**src/rtl/sargantana_icache_ifill_server_if.sv**
```systemverilog
// Refill-side bus bundle: icache request/response, coherence invalidations and memory line reads.
// The slave modport is the server's view; the master modport is the environment's view.
interface sargantana_icache_ifill_server_if #(
  parameter int PADDR_WIDTH = 40,
  parameter int LINE_WIDTH  = 256,
  parameter int BEAT_WIDTH  = 64,
  parameter int WAY_WIDTH   = 2
) ();
  logic                   ifill_req_valid_i;
  logic [PADDR_WIDTH-1:0] ifill_req_paddr_i;
  logic [WAY_WIDTH-1:0]   ifill_req_way_i;
  logic                   ifill_resp_valid_o;
  logic [LINE_WIDTH-1:0]  ifill_resp_data_o;
  logic [1:0]             ifill_resp_beat_o;
  logic [WAY_WIDTH-1:0]   ifill_resp_way_o;
  logic                   ifill_resp_inv_valid_o;
  logic [PADDR_WIDTH-1:0] ifill_resp_inv_paddr_o;
  logic                   inv_valid_i;
  logic [PADDR_WIDTH-1:0] inv_paddr_i;
  logic                   inv_ready_o;
  logic                   mem_req_valid_o;
  logic                   mem_req_ready_i;
  logic [PADDR_WIDTH-1:0] mem_req_addr_o;
  logic                   mem_rsp_valid_i;
  logic [BEAT_WIDTH-1:0]  mem_rsp_data_i;

  modport slave (
    input  ifill_req_valid_i, ifill_req_paddr_i, ifill_req_way_i,
    output ifill_resp_valid_o, ifill_resp_data_o, ifill_resp_beat_o, ifill_resp_way_o,
    output ifill_resp_inv_valid_o, ifill_resp_inv_paddr_o,
    input  inv_valid_i, inv_paddr_i,
    output inv_ready_o,
    output mem_req_valid_o, mem_req_addr_o,
    input  mem_req_ready_i, mem_rsp_valid_i, mem_rsp_data_i
  );

  modport master (
    output ifill_req_valid_i, ifill_req_paddr_i, ifill_req_way_i,
    input  ifill_resp_valid_o, ifill_resp_data_o, ifill_resp_beat_o, ifill_resp_way_o,
    input  ifill_resp_inv_valid_o, ifill_resp_inv_paddr_o,
    output inv_valid_i, inv_paddr_i,
    input  inv_ready_o,
    input  mem_req_valid_o, mem_req_addr_o,
    output mem_req_ready_i, mem_rsp_valid_i, mem_rsp_data_i
  );
endinterface

```
**src/rtl/sargantana_icache_ifill_server.sv**
```systemverilog
// Icache refill responder: one line fill at a time, gathered from in-order memory beats and
// returned as a single-cycle line response; idle cycles forward coherence invalidations.
module sargantana_icache_ifill_server #(
  parameter int PADDR_WIDTH = 40,
  parameter int LINE_WIDTH  = 256,
  parameter int BEAT_WIDTH  = 64,
  parameter int WAY_WIDTH   = 2
) (
  input  logic clk_i,
  input  logic rst_i,
  sargantana_icache_ifill_server_if.slave bus,
  output logic busy_o,
  output logic overlap_err_o
);
  localparam int N_BEATS = LINE_WIDTH / BEAT_WIDTH;
  localparam int CNT_W   = (N_BEATS > 1) ? $clog2(N_BEATS) : 1;
  localparam logic [CNT_W-1:0]       LAST_BEAT = CNT_W'(N_BEATS - 1);
  localparam logic [PADDR_WIDTH-1:0] OFF_MASK  = PADDR_WIDTH'((LINE_WIDTH / 8) - 1);

  typedef enum logic [1:0] {IDLE, MEM_REQ, FILL, RESP} state_e;

  state_e                 state_q;
  logic [PADDR_WIDTH-1:0] addr_q;
  logic [WAY_WIDTH-1:0]   way_q;
  logic [CNT_W-1:0]       cnt_q;
  logic [LINE_WIDTH-1:0]  line_q;
  logic                   mem_req_valid_q;
  logic                   overlap_q;
  logic                   resp_valid_q;
  logic [LINE_WIDTH-1:0]  resp_data_q;
  logic [1:0]             resp_beat_q;
  logic [WAY_WIDTH-1:0]   resp_way_q;
  logic                   resp_inv_q;
  logic [PADDR_WIDTH-1:0] resp_inv_paddr_q;
  logic                   inv_acc;

  // A registered invalidation response still on the bus blocks the next accept, so
  // invalidation responses can never pile up behind each other.
  assign bus.inv_ready_o = ~rst_i & (state_q == IDLE) & ~bus.ifill_req_valid_i & ~resp_inv_q;
  assign inv_acc         = bus.inv_ready_o & bus.inv_valid_i;

  always_ff @(posedge clk_i or posedge rst_i) begin
    if (rst_i) begin
      state_q          <= IDLE;
      addr_q           <= '0;
      way_q            <= '0;
      cnt_q            <= '0;
      line_q           <= '0;
      mem_req_valid_q  <= 1'b0;
      overlap_q        <= 1'b0;
      resp_valid_q     <= 1'b0;
      resp_data_q      <= '0;
      resp_beat_q      <= '0;
      resp_way_q       <= '0;
      resp_inv_q       <= 1'b0;
      resp_inv_paddr_q <= '0;
    end else begin
      resp_valid_q     <= 1'b0;
      resp_data_q      <= '0;
      resp_beat_q      <= '0;
      resp_way_q       <= '0;
      resp_inv_q       <= 1'b0;
      resp_inv_paddr_q <= '0;
      if (bus.ifill_req_valid_i && state_q != IDLE) overlap_q <= 1'b1;
      case (state_q)
        IDLE: begin
          if (bus.ifill_req_valid_i) begin
            addr_q          <= bus.ifill_req_paddr_i & ~OFF_MASK;
            way_q           <= bus.ifill_req_way_i;
            cnt_q           <= '0;
            line_q          <= '0;
            mem_req_valid_q <= 1'b1;
            state_q         <= MEM_REQ;
          end else if (inv_acc) begin
            resp_valid_q     <= 1'b1;
            resp_inv_q       <= 1'b1;
            resp_inv_paddr_q <= bus.inv_paddr_i;
          end
        end
        MEM_REQ: begin
          if (bus.mem_req_ready_i) begin
            mem_req_valid_q <= 1'b0;
            cnt_q           <= '0;
            state_q         <= FILL;
          end
        end
        FILL: begin
          if (bus.mem_rsp_valid_i) begin
            line_q[cnt_q*BEAT_WIDTH +: BEAT_WIDTH] <= bus.mem_rsp_data_i;
            cnt_q <= cnt_q + CNT_W'(1);
            if (cnt_q == LAST_BEAT) state_q <= RESP;
          end
        end
        RESP: begin
          resp_valid_q <= 1'b1;
          resp_data_q  <= line_q;
          resp_beat_q  <= 2'(N_BEATS - 1);
          resp_way_q   <= way_q;
          state_q      <= IDLE;
        end
        default: state_q <= IDLE;
      endcase
    end
  end

  assign bus.ifill_resp_valid_o     = resp_valid_q;
  assign bus.ifill_resp_data_o      = resp_data_q;
  assign bus.ifill_resp_beat_o      = resp_beat_q;
  assign bus.ifill_resp_way_o       = resp_way_q;
  assign bus.ifill_resp_inv_valid_o = resp_inv_q;
  assign bus.ifill_resp_inv_paddr_o = resp_inv_paddr_q;
  assign bus.mem_req_valid_o        = mem_req_valid_q;
  assign bus.mem_req_addr_o         = addr_q;
  assign busy_o                     = (state_q != IDLE);
  assign overlap_err_o              = overlap_q;
endmodule

```
**src/flat_wrapper.sv**
```systemverilog
// flat-port wrapper written by rule: the top's interface ports become plain ports
module sargantana_icache_ifill_server_flat 
#(
  parameter int PADDR_WIDTH = 40,
  parameter int LINE_WIDTH  = 256,
  parameter int BEAT_WIDTH  = 64,
  parameter int WAY_WIDTH   = 2
)
  (clk_i, rst_i, busy_o, overlap_err_o, bus_ifill_req_valid_i, bus_ifill_req_paddr_i, bus_ifill_req_way_i, bus_ifill_resp_valid_o, bus_ifill_resp_data_o, bus_ifill_resp_beat_o, bus_ifill_resp_way_o, bus_ifill_resp_inv_valid_o, bus_ifill_resp_inv_paddr_o, bus_inv_valid_i, bus_inv_paddr_i, bus_inv_ready_o, bus_mem_req_valid_o, bus_mem_req_addr_o, bus_mem_req_ready_i, bus_mem_rsp_valid_i, bus_mem_rsp_data_i);
  sargantana_icache_ifill_server_if #(.PADDR_WIDTH(PADDR_WIDTH), .LINE_WIDTH(LINE_WIDTH), .BEAT_WIDTH(BEAT_WIDTH), .WAY_WIDTH(WAY_WIDTH)) bus_i ();
  input  logic clk_i;
  input  logic rst_i;
  output logic busy_o;
  output logic overlap_err_o;
  input wire logic [$bits(bus_i.ifill_req_valid_i)-1:0] bus_ifill_req_valid_i;
  input wire logic [$bits(bus_i.ifill_req_paddr_i)-1:0] bus_ifill_req_paddr_i;
  input wire logic [$bits(bus_i.ifill_req_way_i)-1:0] bus_ifill_req_way_i;
  output wire logic [$bits(bus_i.ifill_resp_valid_o)-1:0] bus_ifill_resp_valid_o;
  output wire logic [$bits(bus_i.ifill_resp_data_o)-1:0] bus_ifill_resp_data_o;
  output wire logic [$bits(bus_i.ifill_resp_beat_o)-1:0] bus_ifill_resp_beat_o;
  output wire logic [$bits(bus_i.ifill_resp_way_o)-1:0] bus_ifill_resp_way_o;
  output wire logic [$bits(bus_i.ifill_resp_inv_valid_o)-1:0] bus_ifill_resp_inv_valid_o;
  output wire logic [$bits(bus_i.ifill_resp_inv_paddr_o)-1:0] bus_ifill_resp_inv_paddr_o;
  input wire logic [$bits(bus_i.inv_valid_i)-1:0] bus_inv_valid_i;
  input wire logic [$bits(bus_i.inv_paddr_i)-1:0] bus_inv_paddr_i;
  output wire logic [$bits(bus_i.inv_ready_o)-1:0] bus_inv_ready_o;
  output wire logic [$bits(bus_i.mem_req_valid_o)-1:0] bus_mem_req_valid_o;
  output wire logic [$bits(bus_i.mem_req_addr_o)-1:0] bus_mem_req_addr_o;
  input wire logic [$bits(bus_i.mem_req_ready_i)-1:0] bus_mem_req_ready_i;
  input wire logic [$bits(bus_i.mem_rsp_valid_i)-1:0] bus_mem_rsp_valid_i;
  input wire logic [$bits(bus_i.mem_rsp_data_i)-1:0] bus_mem_rsp_data_i;
  assign bus_i.ifill_req_valid_i = bus_ifill_req_valid_i;
  assign bus_i.ifill_req_paddr_i = bus_ifill_req_paddr_i;
  assign bus_i.ifill_req_way_i = bus_ifill_req_way_i;
  assign bus_ifill_resp_valid_o = bus_i.ifill_resp_valid_o;
  assign bus_ifill_resp_data_o = bus_i.ifill_resp_data_o;
  assign bus_ifill_resp_beat_o = bus_i.ifill_resp_beat_o;
  assign bus_ifill_resp_way_o = bus_i.ifill_resp_way_o;
  assign bus_ifill_resp_inv_valid_o = bus_i.ifill_resp_inv_valid_o;
  assign bus_ifill_resp_inv_paddr_o = bus_i.ifill_resp_inv_paddr_o;
  assign bus_i.inv_valid_i = bus_inv_valid_i;
  assign bus_i.inv_paddr_i = bus_inv_paddr_i;
  assign bus_inv_ready_o = bus_i.inv_ready_o;
  assign bus_mem_req_valid_o = bus_i.mem_req_valid_o;
  assign bus_mem_req_addr_o = bus_i.mem_req_addr_o;
  assign bus_i.mem_req_ready_i = bus_mem_req_ready_i;
  assign bus_i.mem_rsp_valid_i = bus_mem_rsp_valid_i;
  assign bus_i.mem_rsp_data_i = bus_mem_rsp_data_i;
  sargantana_icache_ifill_server #(.PADDR_WIDTH(PADDR_WIDTH), .LINE_WIDTH(LINE_WIDTH), .BEAT_WIDTH(BEAT_WIDTH), .WAY_WIDTH(WAY_WIDTH)) u_core (.clk_i(clk_i), .rst_i(rst_i), .bus(bus_i), .busy_o(busy_o), .overlap_err_o(overlap_err_o));
endmodule
```
**config.mk**
```make
export PLATFORM = sky130hd
export DESIGN_NAME = sargantana_icache_ifill_server_flat
export DESIGN_NICKNAME = d
export VERILOG_FILES = /design/src/rtl/sargantana_icache_ifill_server_if.sv /design/src/rtl/sargantana_icache_ifill_server.sv /design/src/flat_wrapper.sv
export SDC_FILE = /design/constraint.sdc
export NUM_CORES = 1
export LEC_CHECK = 0
export CAP_MARGIN = 40
export CORE_MARGIN = 2
export CORE_UTILIZATION = 51
export DETAILED_ROUTE_END_ITERATION = 8
export PLACE_DENSITY = 0.8
export SETUP_SLACK_MARGIN = 0.5
export SLEW_MARGIN = 20
export SYNTH_ARGS = -nofsm -noshare
export SYNTH_HDL_FRONTEND = slang
export SYNTH_SLANG_ARGS = --single-unit
```
**constraint.sdc**
```tcl
create_clock -name clk_i -period 26.2 [get_ports clk_i]
set_input_delay 3.93 -clock clk_i [delete_from_list [all_inputs] [get_ports clk_i]]
set_output_delay 3.93 -clock clk_i [all_outputs]
set_load 0.02 [all_outputs]
```
==> flow_metrics.py <==
metrics = {
    "run_status": {
        "outcome": "finished, final reports clean",
    },
    "logic_synthesis": {
        "async_flop_share_pct": 100,
        "syn_area_um2": 23200,
        "synth_most_common_cell": "dfrtp_1",
        "ys_seq_area_share_pct": 64.8,
        "synth_top_area_cell": "dfrtp_1",
        "synth-main-ff-cell": "dfrtp_1",
        "synthTopCellsByCount": "dfrtp_1 (600), and2_1 (299), mux2_2 (155), o21ai_0 (124), clkbuf_1 (98)",
        "yosysWarnings": 0,
        "synth.distinct_cells": 37,
        "postSynthAreaPerCell_um2": 12.6,
        "synthTopCellsByArea": "dfrtp_1 (65%), and2_1 (8.1%), mux2_2 (7.5%), mux2i_1 (2.8%), o21ai_0 (2.7%)",
        "synthCells": 1840,
        "synth_enable_flop_cells": 0,
        "synth_top_area_share_pct": 64.8,
        "ys_ff_latch": 600,
    },
    "power": {
        "power.internal_mw": 1.86,
        "power.total_mw": 2.75,
        "p_leak_nw": 14.3,
        "powerDensity_nw_per_um2": 89.1,
        "switching_share_pct": 32.3,
        "clkPwrFrac_pct": 32.7,
        "power.switching_mw": 0.888,
        "irDropWorstVdd_uv": 73.8,
        "p_seq_share_pct": 38.6,
        "p_comb_share_pct": 28.7,
    },
    "grt": {
        "grt.met3_usage_pct": 6.00,
        "met2_usage_pct": 44.3,
        "grtUsageMet1_pct": 34.0,
        "grt-ovfl-total": 0,
        "grt-busiest-layer": "met2",
        "grt_antenna_before_repair": 1,
        "grt_pass1_wl_mm": 95.7,
        "grt_max_degree": 189,
        "grt_pass1_vias": 16560,
        "track_usage_pct": 26.4,
    },
    "worst_setup_path": {
        "crit_type": "in2out",
        "cp-start-kind": "primary input",
        "cp.required_ps": 22270,
        "path_max_fanout": 6,
        "cp-end-kind": "primary output",
        "cp.arrival_ps": 5850,
    },
    "detailed_routing": {
        "routed_wl_mm": 61.9,
        "first_pass_iters": 5,
        "vias": 15582,
        "drc": 0,
        "drt-wirelength-per-cell_um": 21.1,
        "vias_per_cell": 5.32,
        "drtAntennaViolNets": 0,
        "drtIter0Drc": 967,
    },
    "floorplan": {
        "die_w_um": 217,
        "num_rows": 78,
        "pin_count": 498,
        "core_area_um2": 45100,
        "start_util_pct": 51.4,
        "die_area_um2": 47200,
        "die_h_um": 217,
    },
    "clock_tree": {
        "clock-sinks": 600,
        "cts_root_buf": "clkbuf_16",
        "cts_hold_buf": 0,
        "clock_latency_ps": 610,
        "cts_tree": "done",
        "cts.clk_slew.worst_paths_ps": 60,
        "cts_buffer_depth": 3,
        "cts.htree.levels": 2,
        "post_cts_buffers": 0,
        "cts-buffers-inserted": 59,
        "cts_resized": 0,
    },
    "sta": {
        "fin_crit_sh_pct": 37.3,
        "fmax_mhz": 102,
        "period_minus_slack_ps": 9780,
        "tns_ps": 0,
        "tightest_slew_ps": 1010,
        "drv_slew": 0,
        "holdWs_ps": 463,
        "hold_violations": 0,
        "rsz0062_at_grt": "false",
        "setup_viol": 0,
        "finClkSkew_ps": 11.8,
        "max_slew_margin_pct": 32.8,
    },
    "layout": {
        "multiInputGateArea_um2": 7290,
        "layout-drive-gt1-share_pct": 13.6,
        "fin_nets": 2442,
        "regArea_um2": 15000,
        "design_area_um2": 30800,
        "num-fill-cells": 3216,
        "post-route-util_pct": 68.4,
        "syn_to_final_growth_pct": 33.0,
        "antenna_cells": 0,
    },
    "placed_design": {
        "io_buffers": 487,
        "dp_hpwl_mm": 38.7,
        "routabilityCongestion": 0.824,
        "place_area_um2": 28600,
    },
    "job": {
        "cap_violations": 0,
    },
    "hold_path": {
        "hp-class": "reg2reg",
    },
}
[sequential cells by signal (all words and copies together) (netlist names), 2 cells and up]
name,flops
u_core.bus.ifill_resp_inv_paddr_o,40
u_core.bus.ifill_resp_way_o,2
u_core.state_q,2
u_core.line_q,256
u_core.bus.ifill_resp_data_o,256
u_core.way_q,2
u_core.bus.mem_req_addr_o,35
u_core.cnt_q,2
[layer usage]
metal	vias up	wire, µm
met1	7976	24900
li1	6950	-
met2	541	31000
met5	-	13
met4	2	1620
met3	113	4340
[stage by stage]
step	worst slack, ps	std cells
2_1_floorplan	5480	1844
3_3_place_gp	16420	2806
3_5_place_dp	16410	2817
4_1_cts	16410	2928
5_1_grt	16340	2931
6_report	16420	2931
[cell usage in the layout, fill, tap and decap left out, drive strengths merged, types with 6 or more instances in the layout]
cell	instances
mux2i	65
inv	72
mux2	166
nand3	65
clkinv	18
clkbuf	84
nand4b	65
o21ai	128
and3	64
nand2	71
buf	35
bufinv	6
nor2	65
dfrtp	600
ha	9
and2	299
clkdlybuf4s50	487
[kinds of logic (layout without fill, tap and decap cells)]
kind of cell               after synthesis  after routing  share of synthesized area (%)
muxes                                  231            231                           10.9
other                                    1              5                         0.0162
DFF                                    600            600                           64.8
AOI/OAI and AO/OA                      141            141                           3.27
buffers and inverters                  216            703                           4.32
adders and majority gates                9              9                          0.486
and+or+nand+nor                        642            642                           16.3
[cell type report]
| cell class | count | area share, % |
|---|---|---|
| sequential | 600 | 48.7 |
| multi-input combinational | 1028 | 23.7 |
| timing repair buffer | 522 | 17.5 |
| clock buffer | 84 | 5.88 |
| tap | 600 | 2.43 |
| clock inverter | 27 | 0.966 |
| inverter | 70 | 0.876 |
[worst max-delay path, stage by stage]
cell             delay, ps
clkdlybuf4s50_1        600
nand2b_1               430
nor3_1                 220
clkdlybuf4s50_1        660
[final timing paths]
| check | start | end | slack [ps] | depth (start not counted) |
|---|---|---|---|---|
| max | bus_ifill_req_valid_i | bus_inv_ready_o | 16420 | 4 |
| max in group asynchronous | rst_i | u_core.line_q[43] | 20360 | 6 |
| max reg2reg | u_core.state_q[0] | u_core.line_q[52] | 22550 | 9 |
| min in group asynchronous | rst_i | u_core.bus.ifill_resp_inv_valid_o | 3820 | 2 |
| min reg2reg | u_core.line_q[221] | u_core.bus.ifill_resp_data_o[221] | 460 | 1 |
| min | u_core.line_q[221] | u_core.bus.ifill_resp_data_o[221] | 460 | 1 |
[power groups by stage]
stage | logic, mW | clock network, mW | registers, mW
2_1_floorplan | 0.439 | 0 | 1.12
3_3_place_gp | 0.743 | 0 | 1.07
3_5_place_dp | 0.792 | 0 | 1.08
4_1_cts | 0.796 | 0.910 | 1.06
5_1_grt | 0.842 | 0.949 | 1.07
6_report | 0.790 | 0.898 | 1.06
(Power assumes the default switching activity.)
